===== src/rtl/sim_mmio_responder.sv =====
// sim_mmio_responder: MMIO target used during simulation and bring-up.
// It decodes four word registers (TOHOST, CONSOLE, CYCLE, STATUS), buffers
// console bytes in a small FIFO, runs a watchdog, and reports the end of the
// run through o_done / o_pass / o_code.
module sim_mmio_responder #(
  parameter int ADDR_W     = 4,
  parameter int FIFO_DEPTH = 8,
  parameter int TIMEOUT    = 100000
) (
  input  logic              i_clk,
  input  logic              i_rst,
  input  logic              i_req_valid,
  output logic              o_req_ready,
  input  logic              i_req_we,
  input  logic [ADDR_W-1:0] i_req_addr,
  input  logic [31:0]       i_req_wdata,
  input  logic [3:0]        i_req_wstrb,
  output logic              o_rsp_valid,
  input  logic              i_rsp_ready,
  output logic [31:0]       o_rsp_rdata,
  output logic              o_rsp_err,
  output logic              o_tx_valid,
  input  logic              i_tx_ready,
  output logic [7:0]        o_tx_data,
  output logic              o_done,
  output logic              o_pass,
  output logic [30:0]       o_code,
  output logic [31:0]       o_cycles
);

  localparam int PW = $clog2(FIFO_DEPTH);
  localparam int LW = PW + 1;

  typedef enum logic [1:0] {S_RUN, S_DRAIN, S_DONE} state_e;

  localparam logic [1:0] R_TOHOST  = 2'd0;
  localparam logic [1:0] R_CONSOLE = 2'd1;
  localparam logic [1:0] R_CYCLE   = 2'd2;
  localparam logic [1:0] R_STATUS  = 2'd3;

  state_e                   state_q, state_d;
  logic                     rsp_valid_q, rsp_valid_d;
  logic [31:0]              rsp_rdata_q, rsp_rdata_d;
  logic                     rsp_err_q, rsp_err_d;
  logic [FIFO_DEPTH-1:0][7:0] mem_q, mem_d;
  logic [PW-1:0]            wr_ptr_q, wr_ptr_d;
  logic [PW-1:0]            rd_ptr_q, rd_ptr_d;
  logic [LW-1:0]            level_q, level_d;
  logic [31:0]              cycles_q, cycles_d;
  logic [31:0]              wdog_q, wdog_d;
  logic                     done_q, done_d;
  logic                     pass_q, pass_d;
  logic [30:0]              code_q, code_d;

  logic [1:0] reg_sel;
  logic       fifo_full, fifo_empty, pop, push, acc, con_store, halt_store, halted;
  logic       req_ready;
  logic [7:0] level8;
  logic       unused_bits;

  assign reg_sel     = i_req_addr[3:2];
  assign fifo_full   = (level_q == LW'(FIFO_DEPTH));
  assign fifo_empty  = (level_q == '0);
  assign pop         = !fifo_empty && i_tx_ready;
  assign con_store   = i_req_we && (reg_sel == R_CONSOLE);
  // A full FIFO can still take a console byte when the head leaves this cycle.
  assign req_ready   = (state_q == S_RUN) && (!rsp_valid_q || i_rsp_ready) &&
                       !(con_store && fifo_full && !pop);
  assign acc         = i_req_valid && req_ready;
  assign push        = acc && con_store && i_req_wstrb[0];
  assign halt_store  = acc && i_req_we && (reg_sel == R_TOHOST) && (i_req_wdata != '0);
  assign halted      = (state_q != S_RUN);
  assign level8      = 8'(level_q);
  assign unused_bits = ^{i_req_addr, i_req_wstrb};

  // Response register: load on accept, clear once the core takes it.
  always_comb begin
    rsp_valid_d = rsp_valid_q;
    rsp_rdata_d = rsp_rdata_q;
    rsp_err_d   = rsp_err_q;
    if (acc) begin
      rsp_valid_d = 1'b1;
      rsp_rdata_d = '0;
      rsp_err_d   = 1'b0;
      unique case (reg_sel)
        R_TOHOST, R_CONSOLE: rsp_err_d = !i_req_we;
        R_CYCLE: begin
          rsp_err_d = i_req_we;
          if (!i_req_we) rsp_rdata_d = cycles_q;
        end
        default: begin
          rsp_err_d = i_req_we;
          if (!i_req_we) rsp_rdata_d = {21'd0, halted, fifo_full, fifo_empty, level8};
        end
      endcase
    end else if (i_rsp_ready) begin
      rsp_valid_d = 1'b0;
    end
  end

  // Console FIFO: pointers wrap naturally because the depth is a power of two.
  always_comb begin
    mem_d    = mem_q;
    wr_ptr_d = wr_ptr_q;
    rd_ptr_d = rd_ptr_q;
    level_d  = level_q;
    if (push) begin
      mem_d[wr_ptr_q] = i_req_wdata[7:0];
      wr_ptr_d        = wr_ptr_q + PW'(1);
    end
    if (pop) rd_ptr_d = rd_ptr_q + PW'(1);
    case ({push, pop})
      2'b10:   level_d = level_q + LW'(1);
      2'b01:   level_d = level_q - LW'(1);
      default: level_d = level_q;
    endcase
  end

  // Run control: a halting TOHOST store beats a same-cycle watchdog expiry.
  always_comb begin
    state_d  = state_q;
    done_d   = done_q;
    pass_d   = pass_q;
    code_d   = code_q;
    wdog_d   = wdog_q;
    cycles_d = cycles_q + 32'd1;
    case (state_q)
      S_RUN: begin
        wdog_d = wdog_q + 32'd1;
        if (halt_store) begin
          state_d = S_DRAIN;
          pass_d  = (i_req_wdata == 32'd1);
          code_d  = i_req_wdata[31:1];
        end else if (wdog_q == 32'(TIMEOUT - 1)) begin
          state_d = S_DRAIN;
          pass_d  = 1'b0;
          code_d  = '1;
        end
      end
      S_DRAIN: begin
        if (fifo_empty && !rsp_valid_q) begin
          state_d = S_DONE;
          done_d  = 1'b1;
        end
      end
      default: state_d = state_q;
    endcase
  end

  // All state registers; reset drops FIFO contents and any pending response.
  always_ff @(posedge i_clk or negedge i_rst) begin
    if (!i_rst) begin
      state_q     <= S_RUN;
      rsp_valid_q <= 1'b0;
      rsp_rdata_q <= '0;
      rsp_err_q   <= 1'b0;
      mem_q       <= '0;
      wr_ptr_q    <= '0;
      rd_ptr_q    <= '0;
      level_q     <= '0;
      cycles_q    <= '0;
      wdog_q      <= '0;
      done_q      <= 1'b0;
      pass_q      <= 1'b0;
      code_q      <= '0;
    end else begin
      state_q     <= state_d;
      rsp_valid_q <= rsp_valid_d;
      rsp_rdata_q <= rsp_rdata_d;
      rsp_err_q   <= rsp_err_d;
      mem_q       <= mem_d;
      wr_ptr_q    <= wr_ptr_d;
      rd_ptr_q    <= rd_ptr_d;
      level_q     <= level_d;
      cycles_q    <= cycles_d;
      wdog_q      <= wdog_d;
      done_q      <= done_d;
      pass_q      <= pass_d;
      code_q      <= code_d;
    end
  end

  assign o_req_ready = req_ready;
  assign o_rsp_valid = rsp_valid_q;
  assign o_rsp_rdata = rsp_rdata_q;
  assign o_rsp_err   = rsp_err_q;
  assign o_tx_valid  = !fifo_empty;
  assign o_tx_data   = mem_q[rd_ptr_q];
  assign o_done      = done_q;
  assign o_pass      = pass_q;
  assign o_code      = code_q;
  assign o_cycles    = cycles_q;

endmodule


===== config.mk =====
export PLATFORM = sky130hd
export DESIGN_NAME = sim_mmio_responder
export DESIGN_NICKNAME = d
export VERILOG_FILES = /design/src/rtl/sim_mmio_responder.sv
export SDC_FILE = /design/constraint.sdc
export NUM_CORES = 1
export LEC_CHECK = 0
export ABC_AREA = 1
export CORE_UTILIZATION = 54
export DETAILED_ROUTE_END_ITERATION = 8
export PLACE_DENSITY = 0.77
export SLEW_MARGIN = 20
export SYNTH_ARGS = -nofsm -noshare
export SYNTH_HDL_FRONTEND = slang
export SYNTH_SLANG_ARGS = --single-unit
export TNS_END_PERCENT = 30

===== constraint.sdc =====
create_clock -name i_clk -period 3.5 [get_ports i_clk]
set_clock_uncertainty 0.2 [all_clocks]
set_input_delay 0.525 -clock i_clk [delete_from_list [all_inputs] [get_ports i_clk]]
set_output_delay 0.525 -clock i_clk [all_outputs]
set_load 0.02 [all_outputs]

Word level (Yosys, flattened, before mapping). Index checks and enable logic that the tools add are counted.

Add/sub/neg operators: 6. Equality and inequality tests: 10. Shift operators: 0. Mux-type cells: 20. Div/mod/pow operators: 0. Bitwise gates (word level): 0. $lt $le $gt $ge: 3. Reduce and logical (&&, ||, !) cells: 33. $mul: 0.

Operators with widths (count): 32-bit by 1-bit adder with 32-bit output, second input constant (2); 64-bit bitwise mux (1); 32-bit case mux with 2 select lines (1); 31-bit 2-to-1 mux (2); 32-bit by 1-bit == test with 1-bit output, second input constant (1); 32-bit by 17-bit == test with 1-bit output, second input constant (1); 32-bit 2-to-1 mux (1); 32-bit nonzero test (1); 8-bit binary-select mux with 3-bit select (1); 8-bit demux with 3-bit select (1); 8-bit 2-to-1 mux (2); 1-bit logical AND (14); 11-bit 2-to-1 mux (1); 2-bit nonzero test (5); 3-bit by 4-bit < comparator with 1-bit output, second input constant (2); 4-bit case mux with 2 select lines (1); 3-bit by 1-bit adder with 3-bit output, second input constant (2); 2-bit by 1-bit == test with 1-bit output, second input constant (3); 2-bit 2-to-1 mux (3); 1-bit zero test (5); 1-bit 2-to-1 mux (5); 4-bit by 1-bit adder with 4-bit output, second input constant (1); 2-bit == test, second input constant (2); 4-bit == test, second input constant (1); other kinds (11) (13).

Memories kept: 0. Input port bits: 46. Bits in latches: 0. ROM bits: 0. Bits in registers: 207. Logic and storage cells: 92. Output and inout bits: 109. RAM bits: 0.

Depth between registers and ports, before layout.
Depth after elaboration: 13. Depth in mapped cells: 16. Depth with buffers taken out: 15.

Least setup slack after synthesis. No wires, ideal clock.

Path type: input to register. From: input port i_req_we. To: register level_q[3]. Data arrival time: 2146 ps. Setup slack: 1029 ps. Stages: 15. Buffers on the path: 1. Library setup time: 125 ps. Data required time: 3175 ps. Cell sequence: inv_1 > nor2_1 > nand2_1 > nor2_1 > nand2_2 > nand3_2 > nor2_4 > buf_6 > inv_1 > ha_1 > xor2_1 > nand2_1 > o21ai_0 > nand3_1 > xor2_1.

Longest elaborated chain between the ends: 10. Elaborated cells between the ends (all ways): 12. Those cells by class: eq/ne: 2; mux: 1; reduce/logical: 9.

Ends and longest elaborated chain: start: declaration (line 14) `input logic i_req_we,`; 1-bit logical AND (*) (line 65) `assign con_store = i_req_we && (reg_sel == R_CONSOLE);`; 1-bit logical AND (2 in a row) (line 68) `!(con_store && fifo_full && !pop);`; 1-bit zero test (line 68); 1-bit logical AND (line 67) `assign req_ready = (state_q == S_RUN) && (!rsp_valid_q || i_rsp_ready) &&`; 1-bit logical AND (line 69) `assign acc = i_req_valid && req_ready;`; 1-bit logical AND (*) (2 in a row) (line 70) `assign push = acc && con_store && i_req_wstrb[0];`; 2-bit by 1-bit == test with 1-bit output / 2-bit == test (equally long branches) (line 112) `case ({push, pop})`; 4-bit case mux with 2 select lines / 2-bit nonzero test (equally long branches); end signal: assignment (line 174) `level_q <= level_d;`; end: declaration (line 48) `logic [LW-1:0] level_q, level_d;`.

Mark *: on every way between the ends. The rest lies on a longest branch, timed or not. A chain may end at the register's enable or synchronous reset.

Worst setup path after layout.
From: register rd_ptr_q[0]. To: output port o_tx_data[1].

Longest elaborated chain between the ends: 2.

Ends and longest elaborated chain: start: declaration (line 47) `logic [PW-1:0] rd_ptr_q, rd_ptr_d;`; start signal: assignment (line 173) `rd_ptr_q <= rd_ptr_d;`; 8-bit binary-select mux with 3-bit select (line 188) `assign o_tx_data = mem_q[rd_ptr_q];`; 8-bit 2-to-1 mux (not written as such) (line 188); end: declaration (line 24) `output logic [7:0] o_tx_data,`.

No other way between the ends. The select of a mux whose other input is x is not followed.

==> results.tsv <==
stage	metric	value	unit
timing	relSlewSlack	58.01	%
clocking	cts.clk_slew.worst_paths	60	ps
power_and_ir_drop	fin_total_pwr	0.008214	W
die	die_h	139.0	microns
drt	first_iter_violations	597	
layout	stdcell_count	1609	
synthesis	yosys.area_share.adder	0.8638	%
die	rows	49	
critical_path	cp_slowest_cell	clkdlybuf4s50_1	
clocking	cts_setup_buffers	0	
synthesis	yosys.area_share.simple	28.66	%
synthesis	yosysWarnings	0	
clocking	clkLatencyLatePin	510	ps
critical_path	start_kind	flop	
run_status	status	finished clean	
timing	timing.fmax	0.3047	GHz
die	die_area	0.01933	sq mm
job	cap_violations	0	
timing	slew_violations	0	
synthesis	yosysSeqAreaShare	51.09	%
timing	rsz0062_at_grt	no	
layout	final_cell_mix	nand2_1, dfrtp_1, clkdlybuf4s50_1	
power_and_ir_drop	power_frac_seq	38.2	%
synthesis	yosysUniqueCellTypes	36	
power_and_ir_drop	power_frac_clock	27.9	%
synthesis	ys_seq_elements	207	
drt	drc	0	
power_and_ir_drop	leakage	5.681	nW
place	dp_cells	1569	
timing	setup_slack	217.8	ps
drt	postRouteWirelength	26.03	mm
clocking	clock-sinks	207	
synthesis	synth_top_family_by_area	simple AND/OR/NAND/NOR gates	
die	io_pins	155	
global_route	overflow	0	
timing	final.setup.tns	0	ps
synthesis	synthCells	1221	
layout	drive_above_1_share	5.435	%
die	start_util	55.69	%
timing	setup_viol	0	
timing	hold_viol_final	0	
global_route	grt_pass1_wl	43.01	mm
power_and_ir_drop	switchingPower	0.002916	W
layout	antenna_cells	0	
layout	seqCellArea	0.005180	sq mm
place	pre_cts_ws	423.1	ps
global_route	grt_max_degree	68	
synthesis	synth_xor_area_share	5.183	%
place	place_area	0.01180	sq mm
drt	drtPass1Iterations	7	
clocking	cts_tree	built	
global_route	grt_use_total	27.58	%
synthesis	synth_mux_area_share	0	%
synthesis	syn_area_per_cell	8.304	sq um
place	port_buffers	149	
die	design.core.area	0.01821	sq mm
min_path	timing.hold.worst.class	reg -> reg	
critical_path	crit_top_cell	nand2_1	
layout	multi_input_area	0.004359	sq mm
critical_path	end_kind	output pin	
power_and_ir_drop	power.internal	0.005298	W
clocking	cts_buffers	23	
clocking	cts_htree_levels	1	
place	dpl.hpwl	17.64	mm
timing	timing.final.crit_period	3282	ps
global_route	grt_pass1_vias	8443	
critical_path	path_class	reg -> out	
die	die_x	139.0	microns
critical_path	path_max_fanout	26	
clocking	cts_buffer_depth	3	
drt	wl_per_cell	16.18	microns
layout	stdcell_area	0.01251	sq mm
global_route	antenna_found_initial	0	
critical_path	critPathMaxStageDelay	600	ps
critical_path	cp_cell_sequence	inv_1 > buf_12 > nor2_1 > o32ai_1 > nand2_1 > nand2_1 > clkdlybuf4s50_1	
power_and_ir_drop	vdd_drop_max	0.4606	mV
power_and_ir_drop	comb_power_share	33.9	%
synthesis	synth_nets	1274	
power_and_ir_drop	power_density	656.5	mW/mm^2
critical_path	arrival	2560	ps
layout	area_growth	23.38	%
layout	fillers	1468	
drt	viasPerCell	5.387	
timing	worstMarginPinSlew	624.1	ps
drt	ant_nets	0	
layout	nets	1419	
power_and_ir_drop	swShare	35.50	%
layout	layout.cells.most_common	nand2_1	
synthesis	synth_area	0.01014	sq mm
drt	vias	8668	
timing	fin_crit_sh	93.78	%
place	finalWeightedCongestion	0.8883	
synthesis	synth-compound-area-share	8.280	%
critical_path	worstPathRequired	2770	ps
clocking	cts_root_buf	clkbuf_16	
## stage by stage
stage / util [%] / hold slack [ps]
after floorplan: - / 29.41
after global routing: 68.71 / 298.6
after detailed placement: 64.78 / 259.4
after global placement: 64.78 / 246.9
after CTS: 68.71 / 270.8
final: 68.71 / 271.1
## final timing paths
| kind | start | endpoint | slack [ps] | depth (start not counted) |
|---|---|---|---|---|
| worst min register to register | o_done$_DFFE_PN0P_ | o_done$_DFFE_PN0P_ | 270 | 2 |
| worst min-delay path | o_done$_DFFE_PN0P_ | o_done$_DFFE_PN0P_ | 270 | 2 |
| worst max-delay path | rd_ptr_q[0]$_DFFE_PN0P_ | o_tx_data[1] | 220 | 7 |
| min in group asynchronous | i_rst | wdog_q[12]$_DFFE_PN0N_ | 370 | 2 |
| worst max register to register | state_q[0]$_DFFE_PN0P_ | level_q[2]$_DFFE_PN0P_ | 870 | 13 |
| max in group asynchronous | i_rst | o_rsp_rdata[7]$_DFFE_PN0N_ | 1900 | 3 |
## area by class of cell
type                    count  share of cell area [%]
repair buffers            165                   13.13
multi-input cells         880                   34.84
inverters                  89                   2.690
clock inverters             7                  0.5301
flip-flops and latches    207                   41.40
clock buffers              32                   5.111
well taps                 229                   2.290
## flip-flops by register name (all words and copies together) (netlist names), 2 cells and up
signal and flops:
wr_ptr_q 3, state_q 2, mem_q 64, level_q 4, o_code 31, o_rsp_rdata 32
o_cycles 32, wdog_q 32, rd_ptr_q 3
## synthesized netlist by cell type
| library cell | instances | area share [%] |
|---|---|---|
| nand4_1 | 21 | 1.3 |
| o21ai_2 | 8 | 0.69 |
| clkinv_1 | 1 | 0.037 |
| buf_2 | 13 | 0.64 |
| o32ai_1 | 16 | 1.4 |
| a21oi_1 | 3 | 0.15 |
| buf_6 | 9 | 1.0 |
| nor2_4 | 3 | 0.33 |
| nand3_2 | 1 | 0.099 |
| o21ai_1 | 24 | 1.2 |
| inv_1 | 86 | 3.2 |
| nand2_4 | 5 | 0.56 |
| and3_1 | 1 | 0.062 |
| xor2_1 | 43 | 3.7 |
| o21ai_0 | 84 | 4.1 |
| nor4_1 | 4 | 0.25 |
| xnor2_1 | 17 | 1.5 |
| inv_2 | 1 | 0.037 |
| nor2_1 | 143 | 5.3 |
| nor2_2 | 2 | 0.12 |
| nand2_2 | 2 | 0.12 |
| nand3_4 | 1 | 0.17 |
| nand3b_1 | 25 | 1.9 |
| a31oi_1 | 1 | 0.062 |
| nor3_2 | 1 | 0.099 |
| nand2_1 | 356 | 13 |
| nor3_1 | 27 | 1.3 |
| o31ai_1 | 9 | 0.67 |
| ha_1 | 7 | 0.86 |
| buf_1 | 3 | 0.11 |
| clkbuf_1 | 17 | 0.63 |
| nand2_8 | 1 | 0.20 |
| nand3_1 | 75 | 3.7 |
| dfrtp_1 | 207 | 51 |
| inv_4 | 1 | 0.062 |
| buf_4 | 3 | 0.22 |
## cell families (layout without fill, tap and decap cells)
group,after synthesis,in the layout
compound gates,145,145
xor+xnor,60,60
fa+ha+maj,7,7
flops,207,207
simple gates,668,668
buf+inv,134,293
## power groups by stage
stage	Sequential, W	Combinational [W]	Clock (W)
after detailed placement	0.00317	0.00277	0
after CTS	0.00314	0.00279	0.00233
after global routing	0.00320	0.00306	0.00243
final	0.00314	0.00278	0.00229
after floorplan	0.00339	0.00140	0
after global placement	0.00316	0.00272	0
## per-layer routing
| metal | part of all wire [%] | global-route usage [%] | vias to the layer above |
|---|---|---|---|
| li1 | - | - | 4248 |
| met1 | 44 | 36.23 | 4133 |
| met2 | 47 | 45.59 | 245 |
| met3 | 7.6 | 7.355 | 42 |
| met4 | 2.1 | 6.667 | 0 |
| met5 | 0 | 0 | - |
## critical path: cells and delay by family (launching register included)
kind	cells	cell delay, ps
compound gates	1	310
buf+inv	3	1080
simple gates	3	270
flops	1	370
## timing repair
item / in CTS / in global routing
hold endpoints to repair: 57 / 0
hold buffers: 1 / 0
gates resized for setup: 0 / 0
Power figures use the tool's default switching activity.
